### config.mk
export PLATFORM = sky130hd
export DESIGN_NAME = uart_rx_oversampler_flat
export DESIGN_NICKNAME = d
export VERILOG_FILES = /design/src/rtl/uart_rx_oversampler_if.sv /design/src/rtl/uart_rx_oversampler.sv /design/src/flat_wrapper.sv
export SDC_FILE = /design/constraint.sdc
export NUM_CORES = 1
export LEC_CHECK = 0
export CORE_ASPECT_RATIO = 0.5
export CORE_MARGIN = 2
export CORE_UTILIZATION = 45
export CTS_BUF_LIST = sky130_fd_sc_hd__clkbuf_4 sky130_fd_sc_hd__clkbuf_8
export DETAILED_ROUTE_END_ITERATION = 8
export GPL_TIMING_DRIVEN = 0
export PLACE_DENSITY = 0.65
export SETUP_SLACK_MARGIN = 0.05
export SLEW_MARGIN = 0
export SYNTH_ARGS = -nofsm -noshare
export SYNTH_HDL_FRONTEND = slang
export SYNTH_SLANG_ARGS = --single-unit
### constraint.sdc
create_clock -name clock -period 4.8 [get_ports clock]
set_input_delay 1.44 -clock clock [delete_from_list [all_inputs] [get_ports clock]]
set_output_delay 1.44 -clock clock [all_outputs]
set_load 0.005 [all_outputs]
### src/rtl/uart_rx_oversampler_if.sv
// -----------------------------------------------------------------------------
// uart_rx_oversampler_if
// Bundles the serial-side inputs, the frame configuration and the parallel
// result of the UART receiver.
//   baud_clk     : 16x baud square wave (driven by the baud generator)
//   rx           : serial line, idle high
//   parity_en    : frame carries a parity bit
//   parity_type  : 0 = even, 1 = odd
//   stop_bits    : 0 = one stop bit, 1 = two stop bits
//   rx_data      : last received data word
//   rx_done      : one-clock pulse per completed frame
//   parity_error : parity mismatch on the last frame
//   frame_error  : a sampled stop bit was 0 on the last frame
//   rx_busy      : receiver is inside a frame
// master = side that drives the line/config (baud generator / host / bench)
// slave  = the receiver itself
// -----------------------------------------------------------------------------
interface uart_rx_oversampler_if #(
    parameter int DATA_BITS = 8
);
    logic                 baud_clk;
    logic                 rx;
    logic                 parity_en;
    logic                 parity_type;
    logic                 stop_bits;
    logic [DATA_BITS-1:0] rx_data;
    logic                 rx_done;
    logic                 parity_error;
    logic                 frame_error;
    logic                 rx_busy;

    modport master (
        output baud_clk, rx, parity_en, parity_type, stop_bits,
        input  rx_data, rx_done, parity_error, frame_error, rx_busy
    );

    modport slave (
        input  baud_clk, rx, parity_en, parity_type, stop_bits,
        output rx_data, rx_done, parity_error, frame_error, rx_busy
    );
endinterface

### src/rtl/uart_rx_oversampler.sv
// -----------------------------------------------------------------------------
// uart_rx_oversampler
// UART receiver running in the system clock domain. A rising edge of the 16x
// baud square wave produces a one-clock tick; all frame processing advances on
// ticks only. Bits are sampled once at their centre (no majority vote),
// LSB first, with optional parity and one or two stop bits.
// Ports:
//   clock    : system clock, rising edge
//   reset_n  : asynchronous active-low reset
//   bus      : uart_rx_oversampler_if.slave (serial input, config, results)
// -----------------------------------------------------------------------------
module uart_rx_oversampler #(
    parameter int DATA_BITS  = 8,
    parameter int OVERSAMPLE = 16
) (
    input  logic                    clock,
    input  logic                    reset_n,
    uart_rx_oversampler_if.slave    bus
);
    localparam int CW = $clog2(OVERSAMPLE);
    localparam int BW = $clog2(DATA_BITS);
    localparam logic [CW-1:0] MID_CNT  = CW'(OVERSAMPLE / 2 - 1);
    localparam logic [CW-1:0] LAST_CNT = CW'(OVERSAMPLE - 1);
    localparam logic [BW-1:0] LAST_BIT = BW'(DATA_BITS - 1);

    typedef enum logic [2:0] {
        S_IDLE,
        S_START,
        S_DATA,
        S_PARITY,
        S_STOP
    } state_t;

    // ---------------------------------------------------------------- input
    logic [1:0] r_rx_sync;     // [0] metastability flop, [1] usable rx_s
    logic       r_baud_q;
    logic       w_rx;
    logic       w_tick;

    always_ff @(posedge clock or negedge reset_n) begin
        if (!reset_n) begin
            r_rx_sync <= 2'b11;
            r_baud_q  <= 1'b0;
        end else begin
            r_rx_sync <= {r_rx_sync[0], bus.rx};
            r_baud_q  <= bus.baud_clk;
        end
    end

    assign w_rx   = r_rx_sync[1];
    assign w_tick = bus.baud_clk & ~r_baud_q;

    // ---------------------------------------------------------------- state
    state_t               r_state,        w_state_next;
    logic [CW-1:0]        r_cnt,          w_cnt_next;
    logic [BW-1:0]        r_bit_cnt,      w_bit_cnt_next;
    logic [DATA_BITS-1:0] r_shift,        w_shift_next;
    logic                 r_perr,         w_perr_next;
    logic                 r_ferr,         w_ferr_next;
    logic                 r_par_en,       w_par_en_next;
    logic                 r_par_type,     w_par_type_next;
    logic                 r_stop2,        w_stop2_next;
    logic                 r_stop_idx,     w_stop_idx_next;
    logic [DATA_BITS-1:0] r_rx_data,      w_rx_data_next;
    logic                 r_parity_error, w_parity_error_next;
    logic                 r_frame_error,  w_frame_error_next;
    logic                 r_rx_done,      w_rx_done_next;
    logic                 w_ferr_acc;

    // Error accumulator including the stop sample taken on this tick, so the
    // final stop bit is reflected in the output on the same clock.
    assign w_ferr_acc = r_ferr | ~w_rx;

    always_ff @(posedge clock or negedge reset_n) begin
        if (!reset_n) begin
            r_state        <= S_IDLE;
            r_cnt          <= '0;
            r_bit_cnt      <= '0;
            r_shift        <= '0;
            r_perr         <= 1'b0;
            r_ferr         <= 1'b0;
            r_par_en       <= 1'b0;
            r_par_type     <= 1'b0;
            r_stop2        <= 1'b0;
            r_stop_idx     <= 1'b0;
            r_rx_data      <= '0;
            r_parity_error <= 1'b0;
            r_frame_error  <= 1'b0;
            r_rx_done      <= 1'b0;
        end else begin
            r_state        <= w_state_next;
            r_cnt          <= w_cnt_next;
            r_bit_cnt      <= w_bit_cnt_next;
            r_shift        <= w_shift_next;
            r_perr         <= w_perr_next;
            r_ferr         <= w_ferr_next;
            r_par_en       <= w_par_en_next;
            r_par_type     <= w_par_type_next;
            r_stop2        <= w_stop2_next;
            r_stop_idx     <= w_stop_idx_next;
            r_rx_data      <= w_rx_data_next;
            r_parity_error <= w_parity_error_next;
            r_frame_error  <= w_frame_error_next;
            r_rx_done      <= w_rx_done_next;
        end
    end

    always_comb begin
        w_state_next        = r_state;
        w_cnt_next          = r_cnt;
        w_bit_cnt_next      = r_bit_cnt;
        w_shift_next        = r_shift;
        w_perr_next         = r_perr;
        w_ferr_next         = r_ferr;
        w_par_en_next       = r_par_en;
        w_par_type_next     = r_par_type;
        w_stop2_next        = r_stop2;
        w_stop_idx_next     = r_stop_idx;
        w_rx_data_next      = r_rx_data;
        w_parity_error_next = r_parity_error;
        w_frame_error_next  = r_frame_error;
        w_rx_done_next      = 1'b0;   // pulse: counted in clocks, not ticks

        if (w_tick) begin
            case (r_state)
                S_IDLE: begin
                    if (!w_rx) begin
                        // Configuration is frozen for the whole frame here.
                        w_state_next    = S_START;
                        w_cnt_next      = '0;
                        w_perr_next     = 1'b0;
                        w_ferr_next     = 1'b0;
                        w_par_en_next   = bus.parity_en;
                        w_par_type_next = bus.parity_type;
                        w_stop2_next    = bus.stop_bits;
                    end
                end

                S_START: begin
                    w_cnt_next = r_cnt + CW'(1);
                    if (r_cnt == MID_CNT) begin
                        if (!w_rx) begin
                            // Centre of the start bit: realign the counter so
                            // every following sample lands mid-bit.
                            w_state_next   = S_DATA;
                            w_cnt_next     = '0;
                            w_bit_cnt_next = '0;
                        end else begin
                            w_state_next = S_IDLE;   // glitch, not a start bit
                        end
                    end
                end

                S_DATA: begin
                    w_cnt_next = r_cnt + CW'(1);
                    if (r_cnt == LAST_CNT) begin
                        // Right shift: first bit received ends up at bit 0.
                        w_shift_next = {w_rx, r_shift[DATA_BITS-1:1]};
                        if (r_bit_cnt == LAST_BIT) begin
                            w_state_next    = r_par_en ? S_PARITY : S_STOP;
                            w_stop_idx_next = 1'b0;
                        end else begin
                            w_bit_cnt_next = r_bit_cnt + BW'(1);
                        end
                    end
                end

                S_PARITY: begin
                    w_cnt_next = r_cnt + CW'(1);
                    if (r_cnt == LAST_CNT) begin
                        w_perr_next  = (^r_shift) ^ w_rx ^ r_par_type;
                        w_state_next = S_STOP;
                    end
                end

                S_STOP: begin
                    w_cnt_next = r_cnt + CW'(1);
                    if (r_cnt == LAST_CNT) begin
                        w_ferr_next = w_ferr_acc;
                        if (!r_stop2 || r_stop_idx) begin
                            // Leaving at mid-stop lets a back-to-back start
                            // edge be caught on the very next falling edge.
                            w_rx_data_next      = r_shift;
                            w_parity_error_next = r_perr;
                            w_frame_error_next  = w_ferr_acc;
                            w_rx_done_next      = 1'b1;
                            w_state_next        = S_IDLE;
                        end else begin
                            w_stop_idx_next = 1'b1;
                        end
                    end
                end

                default: w_state_next = S_IDLE;
            endcase
        end
    end

    // ---------------------------------------------------------------- outputs
    assign bus.rx_data      = r_rx_data;
    assign bus.rx_done      = r_rx_done;
    assign bus.parity_error = r_parity_error;
    assign bus.frame_error  = r_frame_error;
    assign bus.rx_busy      = (r_state != S_IDLE);

endmodule

### src/flat_wrapper.sv
// flat-port wrapper written by rule: the top's interface ports become plain ports
module uart_rx_oversampler_flat 
#(
    parameter int DATA_BITS  = 8,
    parameter int OVERSAMPLE = 16
)
  (clock, reset_n, bus_baud_clk, bus_rx, bus_parity_en, bus_parity_type, bus_stop_bits, bus_rx_data, bus_rx_done, bus_parity_error, bus_frame_error, bus_rx_busy);
  uart_rx_oversampler_if #(.DATA_BITS(DATA_BITS)) bus_i ();
  input  logic clock;
  input  logic reset_n;
  input wire logic [$bits(bus_i.baud_clk)-1:0] bus_baud_clk;
  input wire logic [$bits(bus_i.rx)-1:0] bus_rx;
  input wire logic [$bits(bus_i.parity_en)-1:0] bus_parity_en;
  input wire logic [$bits(bus_i.parity_type)-1:0] bus_parity_type;
  input wire logic [$bits(bus_i.stop_bits)-1:0] bus_stop_bits;
  output wire logic [$bits(bus_i.rx_data)-1:0] bus_rx_data;
  output wire logic [$bits(bus_i.rx_done)-1:0] bus_rx_done;
  output wire logic [$bits(bus_i.parity_error)-1:0] bus_parity_error;
  output wire logic [$bits(bus_i.frame_error)-1:0] bus_frame_error;
  output wire logic [$bits(bus_i.rx_busy)-1:0] bus_rx_busy;
  assign bus_i.baud_clk = bus_baud_clk;
  assign bus_i.rx = bus_rx;
  assign bus_i.parity_en = bus_parity_en;
  assign bus_i.parity_type = bus_parity_type;
  assign bus_i.stop_bits = bus_stop_bits;
  assign bus_rx_data = bus_i.rx_data;
  assign bus_rx_done = bus_i.rx_done;
  assign bus_parity_error = bus_i.parity_error;
  assign bus_frame_error = bus_i.frame_error;
  assign bus_rx_busy = bus_i.rx_busy;
  uart_rx_oversampler #(.DATA_BITS(DATA_BITS), .OVERSAMPLE(OVERSAMPLE)) u_core (.clock(clock), .reset_n(reset_n), .bus(bus_i));
endmodule
# Word level (Yosys, flattened, before mapping)
# Index checks and enable logic that the tools add are counted.
[word_totals] word_cells=94 inputBits=7 register_bits=38 output_inout_bits=12
[classes] n_reduce_logical=20 n_addsub=2 n_bitwise=6 muxes=33 eq_ne=17
[ops] op="$mux W3" n=12
[ops] op="$pmux W3 S5" n=1
[ops] op="$mux W4" n=3
[ops] op="$ne A2 B1 Y1 const B" n=6
[ops] op="$pmux W4 S3" n=1
[ops] op="$reduce_and A4 Y1" n=3
[ops] op="$reduce_and A6 Y1" n=2
[ops] op="$mux W1" n=11
[ops] op="$reduce_and A3 Y1" n=3
[ops] op="$ne A2 B2 Y1 const B" n=4
[ops] op="$reduce_and A8 Y1" n=1
[ops] op="$reduce_bool A2 Y1" n=4
[ops] op="$reduce_xor A8 Y1" n=1
[ops] op="$eq A3 B2 Y1 const B" n=2
[ops] op="$eq A3 B3 Y1 const B" n=2
[ops] op="$pmux W1 S2" n=3
[ops] op="$pmux W3 S2" n=1
[ops] op="$reduce_bool A3 Y1" n=2
[ops] op="$add A4 B1 Y4 const B" n=1
[ops] op="$eq A4 B3 Y1 const B" n=1
[ops] op="$eq A4 B4 Y1 const B" n=1
[ops] op="$add A3 B1 Y3 const B" n=1
[ops] op="$eq A3 B1 Y1 const B" n=1
[ops] op="$logic_not A3 Y1" n=1
[ops] op="8 further kinds" n=10

# Logic depth before layout (Yosys ltp)
[depth] word_depth=6 ltp_mapped=6

# Worst setup path after synthesis
# No wires, ideal clock.
[synth_path] path_kind="input-to-reg" start="in bus_baud_clk" end="reg u_core.r_frame_error, in the netlist u_core.bus.frame_error" t_arrival_ns=2.527 t_required_ns=4.675 n_path_buf=1 cell_stages=5 setup_time_ns=0.125 path_slack_ns=2.147 path_cell_list="nor2b_1 nand2_1 or3b_1 buf_6 mux2_4"
[synth_between] elab_chain_cells=2
[synth_rtl] item="from (decl)" line="flat_wrapper.sv:11" source="input wire logic [$bits(bus_i.baud_clk)-1:0] bus_baud_clk;"
[synth_rtl] item="$and A1 B1 Y1" line="uart_rx_oversampler.sv:51" source="assign w_tick = bus.baud_clk & ~r_baud_q;"
[synth_rtl] item="$reduce_and A4 Y1 (no source line)"
[synth_rtl] item="to (signal assigned)" line="uart_rx_oversampler.sv:103" source="r_frame_error <= w_frame_error_next;"
[synth_rtl] item="to (decl)" line="uart_rx_oversampler.sv:66" source="logic r_frame_error, w_frame_error_next;"
# No other way between the ends.
# A chain may end at the register's enable or synchronous reset.

# Worst setup path after layout
[layout_path] start="reg u_core.r_state[1]" end="out bus_rx_busy"
[layout_between] elab_chain_cells=1
[layout_rtl] item="from (decl)" line="uart_rx_oversampler.sv:54" source="state_t r_state, w_state_next;"
[layout_rtl] item="from (signal assigned)" line="uart_rx_oversampler.sv:91" source="r_state <= w_state_next;"
[layout_rtl] item="$reduce_bool A3 Y1" line="uart_rx_oversampler.sv:204" source="assign bus.rx_busy = (r_state != S_IDLE);"
[layout_rtl] item="to (decl)" line="flat_wrapper.sv:20" source="output wire logic [$bits(bus_i.rx_busy)-1:0] bus_rx_busy;"
# No other way between the ends.

==> flow_summary.toml <==
[final_layout]
syn2layout_area_growth_pct = 18.7
final_nets = 186
n_antenna_cell = 0
nFillCells = 348
drive_gt1_share_pct = 24.4

[timing]
hold_violations = 0
clock_skew_ns = 0.00610
post-route-min-period_ns = 3.27
setup_slack_ns = 1.53
finalSetupViolations = 0
fmaxAchievable_ghz = 0.306
tightest_slew_ns = 0.839
final_max_slew_viol_count = 0
setup_tns_ns = 0
slew-limit-headroom_pct = 44.1
fin_crit_sh_pct = 68.1
rsz0062_at_grt = "no"

[status]
status = "complete, no violations"

[worst_setup_path]
r2r_cells = 6
cp.arrival_ns = 1.83
max_stage_delay_ns = 0.45
cp-endpoint = "bus_rx_busy"
cp-end-kind = "output pin"
rrSetupSlack_ns = 2.82
cp_slowest_cell = "nor3_1"
crit_start = "u_core.r_state[1]"
crit_fanout = 10
start_kind = "flip-flop"
worstSetupPathType = "reg -> out"
required_ns = 3.36
critical_path.cell_chain = "clkbuf_8 -> nor3_1 -> inv_1 -> clkdlybuf4s50_1"
timing.rr.end = "u_core.bus.rx_data[1]"
critical_path.reg2reg.startpoint = "u_core.r_cnt[0]"

[global_route]
grt_pass1_wl_um = 5820
grt_max_degree = 39
grt_antenna_before_repair = 0
grt.overflow.total = 0
grtUsageTotal_pct = 16.2
grt_pass1_vias = 1269

[power_and_ir_drop]
power_density_mw_per_mm2 = 450
ir_drop_uv = 232
p_leak_nw = 1.08

[placement]
post-place-ws_ns = 1.51
port_buffers = 18
hpwlAfterDp_um = 2220
gp_congestion = 0.768

[clock_network]
cts_made_buffers = 5
cts_setup_buffers = 0
clock-sinks = 38
cts_tree = "yes"
clock-root-buffer = "clkbuf_8"
clk_path_buf_depth = 2
ctsHoldBuffers = 0
htreeDepth = 2
path_clk_slew_ns = 0.07
cts_resized = 0
clk_latency_ns = 0.29

[yosys]
synth_top_cell_by_area = "dfrtp_1"
synth_cell_type_count = 44
yosysWarnings = 0
synthArstFlopShare_pct = 100
yosys_register_bits = 38
synth_top_area_share_pct = 47.4
synth-xor-area-share_pct = 5.34
synth-edff-count = 0
synth_fp_nets = 161
synth_adder_area_share_pct = 1.98
synth_top_family_by_area = "multiplexers"
synthCells = 151
synthSimpleGateAreaFrac_pct = 11.3
ys_seq_area_share_pct = 50.2
yosys-top-cells-area = "dfrtp_1, mux2_4, mux2_2"
muxShareOfSynthArea_pct = 17.9
ys_top_cells_by_count = "dfrtp_1, mux2_2, mux2_4, xnor2_1"
synth.most_common_cell = "dfrtp_1"
synth_ff_type = "dfrtp_1"
syn_area_per_cell_um2 = 12.6
syn_area_mm2 = 0.00190
synth_compound_area_share_pct = 8.37

[drt]
route.top_layer_used = "met4"
wl_per_cell_um = 13.9
vias = 1227
postRouteAntennaNets = 0
drtPass1Iterations = 4
drt_iter0_drc = 50
wl_met1_um = 1570
route.met3.wl_um = 144
drcViolationCount = 0
totalWireLength_um = 3200
via_per_inst = 5.33
met2_length_um = 1450

[floorplan]
fp.dieW_um = 95.9
core_mm2 = 0.00398
die_h_um = 49.9
ioPinCount = 19
die_area_mm2 = 0.00479
initial_utilization_pct = 47.7
fp-row-count = 16

[flow_run]
drv_cap = 0

[hold_path]
hold_class = "reg -> reg"
cell type report:
class,count,area [um^2],share of cell area (%)
Clock buffer,6,82.6,3.66
Tap cell,54,67.6,3.00
Buffer,6,66.3,2.94
Inverter,7,26.3,1.17
Sequential cell,38,953,42.3
Clock inverter,1,30.0,1.33
Multi-Input combinational cell,100,853,37.8
Timing Repair Buffer,18,175,7.77
placed cells by master, fill, tap and decap left out, types with 2 or more instances in the layout:
master / n
a21oi_1: 7
and3_2: 2
buf_6: 4
clkbuf_8: 7
clkdlybuf4s50_1: 17
dfrtp_1: 36
dfstp_2: 2
ha_1: 3
inv_1: 7
mux2_2: 11
mux2_4: 11
mux2i_1: 4
nand2_1: 7
nand2b_1: 2
nand3_1: 4
nor2_1: 6
nor3_1: 5
nor3b_1: 2
o21ai_0: 2
or2b_2: 2
or3b_1: 2
xnor2_1: 8
stage by stage:
| step | instance area, um^2 | power [mW] | util [%] | hold slack, ns | instances |
|---|---|---|---|---|---|
| 2_1_floorplan | 1900 | 0.665 | - | 0.345 | 151 |
| 3_5_place_dp | 2140 | 0.746 | 53.8 | 0.354 | 223 |
| 4_1_cts | 2250 | 1.03 | 56.6 | 0.365 | 230 |
| 3_3_place_gp | 2150 | 0.736 | 53.9 | 0.347 | 223 |
| 6_report | 2250 | 1.01 | 56.6 | 0.363 | 230 |
| 5_1_grt | 2250 | 1.09 | 56.6 | 0.370 | 230 |
sequential cells by signal, summed over array words and instances (netlist names):
name / count
u_core.bus.rx_data: 8
u_core.r_shift: 8
u_core.r_cnt: 4
u_core.r_bit_cnt: 3
u_core.r_state: 3
u_core.r_rx_sync: 2
u_core.bus.frame_error: 1
u_core.bus.parity_error: 1
u_core.bus.rx_done: 1
u_core.r_baud_q: 1
u_core.r_ferr: 1
u_core.r_par_en: 1
u_core.r_par_type: 1
u_core.r_perr: 1
u_core.r_stop2: 1
u_core.r_stop_idx: 1
cells by family (layout without fill, tap and decap cells):
kind of cell | count (synthesis) | in the layout
flip-flops | 38 | 38
buffers and inverters | 13 | 38
multiplexers | 27 | 27
XOR/XNOR | 10 | 10
adder cells (fa/ha/maj) | 3 | 3
AND/OR/NAND/NOR | 37 | 37
AO/OA/AOI/OAI | 23 | 23
per-layer routing:
layer	vias up	global-route usage [%]
met1	608	21.0
met2	27	24.6
met3	5	5.05
li1	587	-
met4	0	7.62
met5	-	0
worst min path at each step:
stage / to / start / slack, ns / cells past startpoint
final: u_core.r_rx_sync[1] / u_core.r_rx_sync[0] / 0.36 / 0
after global placement: u_core.r_rx_sync[1] / u_core.r_rx_sync[0] / 0.35 / 0
after floorplan: u_core.r_rx_sync[1] / u_core.r_rx_sync[0] / 0.35 / 0
after detailed placement: u_core.r_rx_sync[1] / u_core.r_rx_sync[0] / 0.35 / 0
after global routing: u_core.r_rx_sync[1] / u_core.r_rx_sync[0] / 0.37 / 0
after CTS: u_core.r_rx_sync[1] / u_core.r_rx_sync[0] / 0.36 / 0
power by group:
group / total (mW) / switching, mW / internal, mW
registers: 0.417 / 0.0434 / 0.374
clock network: 0.274 / 0.108 / 0.166
logic: 0.323 / 0.161 / 0.162
total: 1.01 / 0.313 / 0.702
critical path, delay by kind of cell, from the launching register on:
| kind | cells | cell delay [ns] |
|---|---|---|
| flops | 1 | 0.40 |
| buf+inv | 3 | 0.70 |
| simple gates | 1 | 0.45 |
(Power assumes the default switching activity.)
